$ cat src/rtl/simple_cpu_pkg.sv
// simple_cpu_pkg: encodings, halt word and decoded-operation type for simple_cpu_core
package simple_cpu_pkg;
  localparam logic [6:0] OPC_REG = 7'b0110011;
  localparam logic [6:0] OPC_IMM = 7'b0010011;
  localparam logic [2:0] F3_ADD = 3'b000;
  localparam logic [2:0] F3_SUBI = 3'b001;
  localparam logic [6:0] F7_ADD = 7'b0000000;
  localparam logic [6:0] F7_SUB = 7'b0100000;
  localparam logic [31:0] HALT_INSN = 32'hFFFF_FFFF;
  typedef enum logic [2:0] {OP_NOP, OP_ADD, OP_SUB, OP_ADDI, OP_SUBI, OP_HALT} op_e;
endpackage

$ cat src/rtl/simple_cpu_core_register_file.sv
// register_file: 32x32 registers, three combinational reads, one synchronous write; x0 reads zero
module register_file (
  input  logic        clock,
  input  logic        reset,
  input  logic        we,
  input  logic [4:0]  wa,
  input  logic [31:0] wd,
  input  logic [4:0]  ra1,
  input  logic [4:0]  ra2,
  input  logic [4:0]  ra3,
  output logic [31:0] rd1,
  output logic [31:0] rd2,
  output logic [31:0] rd3
);
  logic [31:0] regs [32];
  always_ff @(posedge clock) begin
    if (reset) for (int i = 0; i < 32; i++) regs[i] <= '0;
    else if (we && wa != 5'd0) regs[wa] <= wd;
  end
  assign rd1 = ra1 == 5'd0 ? '0 : regs[ra1];
  assign rd2 = ra2 == 5'd0 ? '0 : regs[ra2];
  assign rd3 = ra3 == 5'd0 ? '0 : regs[ra3];
endmodule

$ cat src/rtl/simple_cpu_core.sv
// simple_cpu_core: single-cycle ADD/SUB/ADDI core with halt; SUBI enabled by macro SIMPLE_CPU_SUBI_EN
module simple_cpu_core
  import simple_cpu_pkg::*;
#(
  parameter logic [31:0] RESET_PC = 32'h0000_0000,
  parameter int          PC_STEP  = 4
) (
  input  logic        clock,
  input  logic        reset,
  output logic [31:0] imem_addr,
  input  logic [31:0] imem_rdata,
  output logic [31:0] pc_value,
  output logic [31:0] instruction,
  output logic        halted,
  input  logic [4:0]  dbg_sel,
  output logic [31:0] dbg_data
);
  logic [31:0] pc, ir, a, b, imm, result;
  logic [6:0] opcode, funct7;
  logic [2:0] funct3;
  logic [4:0] rd, rs1, rs2;
  logic we;
  op_e op;
  assign {funct7, rs2, rs1, funct3, rd, opcode} = ir;
  assign imm = {{20{ir[31]}}, ir[31:20]};
  always_comb begin
    op = OP_NOP;
    if (ir == HALT_INSN) op = OP_HALT;
    else if (opcode == OPC_REG && funct3 == F3_ADD && funct7 == F7_ADD) op = OP_ADD;
    else if (opcode == OPC_REG && funct3 == F3_ADD && funct7 == F7_SUB) op = OP_SUB;
    else if (opcode == OPC_IMM && funct3 == F3_ADD) op = OP_ADDI;
`ifdef SIMPLE_CPU_SUBI_EN
    else if (opcode == OPC_IMM && funct3 == F3_SUBI) op = OP_SUBI;
`endif
  end
  assign result = op == OP_ADD ? a + b : op == OP_SUB ? a - b : op == OP_ADDI ? a + imm : a - imm;
  assign we = !reset && (op == OP_ADD || op == OP_SUB || op == OP_ADDI || op == OP_SUBI);
  assign halted = op == OP_HALT;
  always_ff @(posedge clock) begin
    if (reset) begin
      pc <= RESET_PC;
      ir <= '0;
    end else if (!halted) begin
      pc <= pc + 32'(PC_STEP);
      ir <= imem_rdata;
    end
  end
  register_file u_rf (
    .clock(clock), .reset(reset), .we(we), .wa(rd), .wd(result),
    .ra1(rs1), .ra2(rs2), .ra3(dbg_sel), .rd1(a), .rd2(b), .rd3(dbg_data)
  );
  assign imem_addr = pc;
  assign pc_value = pc;
  assign instruction = ir;
endmodule

$ cat config.mk
export PLATFORM = sky130hd
export DESIGN_NAME = simple_cpu_core
export DESIGN_NICKNAME = d
export VERILOG_FILES = /design/src/rtl/simple_cpu_pkg.sv /design/src/rtl/simple_cpu_core_register_file.sv /design/src/rtl/simple_cpu_core.sv
export SDC_FILE = /design/constraint.sdc
export NUM_CORES = 2
export LEC_CHECK = 0
export BUFFER_PORTS_ARGS = -buffer_cell sky130_fd_sc_hd__buf_2
export CAP_MARGIN = 20
export CORE_ASPECT_RATIO = 0.8
export CORE_MARGIN = 10
export CORE_UTILIZATION = 27
export DETAILED_ROUTE_END_ITERATION = 12
export PLACE_DENSITY = 0.46
export SLEW_MARGIN = 0
export SYNTH_ARGS = -nofsm -noshare
export SYNTH_HDL_FRONTEND = slang
export SYNTH_HIERARCHICAL = 1
export SYNTH_SLANG_ARGS = --single-unit
$ cat constraint.sdc
create_clock -name clock -period 9.4 [get_ports clock]
set_clock_uncertainty 0.2 [all_clocks]
set_input_delay 0.94 -clock clock [delete_from_list [all_inputs] [get_ports clock]]
set_output_delay 0.94 -clock clock [all_outputs]
set_load 0.05 [all_outputs]
# --- Word level (Yosys, flattened, before mapping) ---
# Memory sizes are Yosys's and may differ from the RTL's. A register that Yosys moved wholly into a read port is not among the register bits.
# Index checks and enable logic that the tools add are counted.
word_totals:
  ram_bits: 1024
  n_memories: 1
  in_bits: 39
  reg_bits: 64
  wordCells: 56
  out_inout_bits: 129
op_classes:
  n_eq_ne: 9
  addsub: 5
  mux: 22
  reduce_logical: 17
memory_table:
  columns: ["memory", "words", "word_bits", "read_ports", "rd_ports_with_merged_regs", "wr", "line_no", "source"]
  rows:
  - ["u_rf.regs", 32, 32, 3, 2, 32, "simple_cpu_core_register_file.sv:15", "logic [31:0] regs [32];"]
op_table:
  columns: ["op", "count"]
  rows:
  - ["$mux 32", 7]
  - ["$add 32x32->32", 2]
  - ["$sub 32x32->32", 2]
  - ["$add 32x3->32 const B", 1]
  - ["$eq 32x32->1 const B", 1]
  - ["$reduce_or 32->1", 1]
  - ["$mux 5", 5]
  - ["$logic_not 5->1", 3]
  - ["$eq 7x6->1 const B", 2]
  - ["$eq 7x5->1 const B", 1]
  - ["$logic_not 7->1", 1]
  - ["$eq 3x2->1 const B", 2]
  - ["$eq 3x3->1 const B", 2]
  - ["$logic_and 1x1->1", 6]
  - ["$mux 1", 6]
  - ["$mux 2", 3]
  - ["$reduce_bool 5->1", 1]
  - ["$eq 3x1->1 const B", 1]
  - ["$logic_not 3->1", 1]
  - ["$logic_or 1x1->1", 3]
  - ["$mux 3", 1]
  - ["$logic_not 1->1", 1]

# --- Logic depth before layout (Yosys ltp) ---
logic_depth:
  word_depth: 17
  mapped_depth: 34
  mapped_depth_nobuf: 30

# --- Modules after synthesis ---
# The synthesis kept the hierarchy.
modules_own_cells:
  columns: ["module", "seq_area_each_um2", "cells_per_inst", "n_inst", "area_per_inst_um2"]
  rows:
  - ["register_file", 30749.5, 4255, 1, 62645.1]
  - ["simple_cpu_core", 1241.2, 986, 1, 7130.6]

# --- Least setup slack after synthesis ---
# OpenSTA, ideal clock, no wires.
synth_timing:
  path_type: "register to register"
  from: "register ir[21], in the netlist instruction[21]"
  to: "memory u_rf.regs[10][31], data pin"
  path_slack_ps: 1851
  synth_period_minus_slack_ps: 7549
  n_path_buf: 4
  t_required_ps: 9069
  arrival_time_ps: 7218
  stages_incl_launch_ff: 29
  setup_ps: 131
  cell_sequence: "dfxtp_1 clkbuf_2 buf_6 buf_6 mux4_2 mux4_2 o22ai_1 nor3_1 or3_1 a211oi_2 o2111ai_2 or3_1 nor4_2 mux2i_1 a21o_1 ha_1 nand2_1 or3_1 a21oi_1 o211ai_1 o211a_1 o21ai_0 a31oi_1 or3_1 a21oi_1 nor4_1 o211ai_1 clkbuf_1 and2_1"
synth_lines:
  columns: ["element", "line_no", "source"]
  rows:
  - ["start: declaration", "simple_cpu_core.sv:18", "logic [31:0] pc, ir, a, b, imm, result;"]
  - ["start signal: assignment", "simple_cpu_core.sv:45", "ir <= imem_rdata;"]
  - ["end: declaration", "simple_cpu_core_register_file.sv:15", null]

==> summary.md <==
| Metric | Value |
|---|---|
| Status | complete, no violations |
| Area grow syn2layout | 13.6% |
| Hold Vio Cnt, Final | 0 |
| CTS sink count | 1086 |
| Synth area leader | edfxtp_1 |
| GP Congestion | 0.867 |
| Clk_lat worst skew | 0.82 ns |
| Rows | 166 |
| Max-slew violations | 0 |
| Placed Cells | 8548 |
| Worst-path fanout max | 34 |
| Pwr/cell area | 179 mW/mm2 |
| Tot GR Track Use | 20.4% |
| Final min period | 8.88 ns |
| Port Buf Inserts | 163 |
| Main area contributors after synthesis | edfxtp_1 44%, mux4_2 21%, and2_1 9.2% |
| Initial core utilization | 27.2% |
| Grt ovf | 0 |
| Core area | 0.257 mm2 |
| EDFF count, synth | 1024 |
| Unrepaired setup endpoints after global routing | false |
| Top-count cell post-synth | edfxtp_1 |
| Synth warn | 6 |
| Mapped Cells | 5241 |
| First-pass DRT Iterations | 6 |
| Syn avg cell area | 13.3 um2 |
| Synth async-reset ratio | 0% |
| Met1 WL | 128000 um |
| WL per Instance | 33.9 um |
| Die X | 588 um |
| Seq cells post-synth | 1086 |
| Final Setup Violations | 0 |
| Register area share after synthesis | 45.8% |
| TNS Setup | 0 ns |
| CP endpoint kind | flip-flop |
| Worst vdd ir | 129 uV |
| DRC violations left | 0 |
| Power, Total | 14.2 mW |
| CTS HTree Levels | 4 |
| Leak Pwr | 27.4 nW |
| Nets | 5328 |
| Top sig layer | met4 |
| First-pass GRT wire length | 409000 um |
| WP data required | 9.86 ns |
| Worst-path clk slew | 0.06 ns |
| Met3 WL | 29800 um |
| Vias in the first global route | 49096 |
| Clock Tree Buf Depth | 4 |
| Worst slew pin tran | 1.35 ns |
| Worst Path Arrival | 9.34 ns |
| Crit path kind | reg2reg |
| Metal2 WL | 130000 um |
| Routed vias/inst | 5.77 |
| Top-area cell type share of the netlist area | 44.1% |
| Crit share post-route | 94.5% |
| TritonCTS clock tree | done |
| IO Count | 168 |
| Routed wire length | 298000 um |
| Vias after detailed routing | 50724 |
| Layout Cells excl Fill | 8791 |
| Die ar. | 0.279 mm2 |
| Synth Cell Area | 0.0698 mm2 |
| Post-synth top cells | 1024 x edfxtp_1, 1023 x and2_1, 659 x mux4_2, 354 x clkbuf_1, 322 x mux2i_1 |
| Die H | 475 um |
| Final core occ | 30.9% |
| Synth unique cells | 103 |
| Hold crit path type | in2reg |
| Prevailing post-synth register cell | edfxtp_1 |
| Initial drt markers | 7726 |
| Max-Cap Viols | 0 |
| Hold WS | 0.152 ns |
| CTS Hold Bufs | 0 |
| Startpoint Class | flip-flop |
| Total CTS buffers | 138 |
| Fillers | 25416 |
| Max Fclk | 0.113 GHz |
| Antenna Nets Post-Route | 0 |
| Post-DP HPWL | 189000 um |
| Initial antenna violation count | 23 |
| Clk root buf | clkbuf_16 |
| Share of cells above drive strength 1 | 27.8% |
| Largest net degree at the start of global routing | 98 |
| Relative slew slack | 9.64% |
## registers in the layout, indices dropped and copies added (netlist names)
register and count:
u_rf/regs 1024, imem_addr 30, instruction 32
## final cells by class
cell class                      instances  area (um2)  share of cell area, %
Sequential cell                      1086       32000                   40.4
Multi-Input combinational cell       3596       35800                   45.2
Clock inverter                         65         513                  0.647
Tap cell                             3444        4310                   5.44
Clock buffer                          169        3650                   4.61
Inverter                               22        82.6                  0.104
Antenna cell                            6        15.0                 0.0189
Timing Repair Buffer                  403        2870                   3.63
## report_power, final
group	internal [mW]	switching (mW)	total, mW	leakage, nW
clock	2.97	2.21	5.18	2.06
sequential	5.46	0.186	5.65	11.0
combinational	1.05	2.32	3.37	14.4
## cells in the final DEF (no fill, tap or decap), types with 37 or more instances in the layout
cell       instances
nor2b_1           52
a21oi_1          121
nand3_1           52
a211oi_1          58
nor3_1            84
dfxtp_1           54
o21ai_0           48
nor2_1           152
clkbuf_16        141
mux4_2           659
ha_1              41
buf_4            221
and2_1          1021
or2_2             38
mux2_2            71
edfxtp_1        1024
a22o_1            53
nor4_1            37
a22oi_1           90
buf_2            158
o22ai_1           94
mux2i_1          322
nand2_1          110
## stage by stage
stage / worst slack (ns) / area, um2
global placement: 0.278 / 75100
finish: 0.518 / 79300
floorplan: 1.85 / 69900
CTS: 0.123 / 79200
detailed placement: 0.185 / 75100
global route: 0.00894 / 79300
## final timing paths
kind	depth (start not counted)	from	to	slack, ns
max	26	instruction[20]	u_rf/regs[15][31]	0.52
min	3	imem_rdata[8]	instruction[8]	0.15
max reg2reg	26	instruction[20]	u_rf/regs[15][31]	0.52
min reg2reg	2	imem_addr[22]	imem_addr[22]	0.33
## per-layer routing
layer	up-vias	global-route usage, %
met3	486	4.43
met1	26633	29.3
met5	-	0
met2	3220	30.6
li1	20385	-
met4	0	6.47
## logic make-up after synthesis
| logic type | after synthesis | share of synthesized area [%] |
|---|---|---|
| compound gates | 661 | 6.80 |
| xor+xnor | 84 | 1.05 |
| fa+ha+maj | 42 | 0.764 |
| buf+inv | 593 | 4.04 |
| flops | 1086 | 45.8 |
| mux | 1052 | 27.0 |
| other cells | 2 | 0.0108 |
| simple gates | 1721 | 14.5 |
## what timing repair did
action / CTS / global route
setup endpoints to repair: 0 / 31
setup buffers: 0 / 1
resized for setup: 0 / 2
## critical path, cell delays in order (launching register included)
cell and delay [ns]:
dfxtp_4 0.82, buf_4 0.43, or2_2 0.42, buf_4 0.44, o22ai_1 0.18, nor3_1 0.87
nor3_1 0.15, a31oi_1 0.68, nor2_2 0.21, nand2_1 0.13, nor2_1 0.04, o21ai_0 0.17
a31oi_1 0.11, ha_1 0.46, nand2_1 0.11, or3_1 0.40, a21oi_1 0.29, o211ai_1 0.18
o211a_1 0.31, o21ai_1 0.43, a31oi_1 0.28, or3_1 0.42, a21oi_1 0.18, nor4_1 0.08
o211ai_1 0.09, buf_4 0.31, and2_1 0.18
Note: power is estimated with default switching activity, not from simulation.
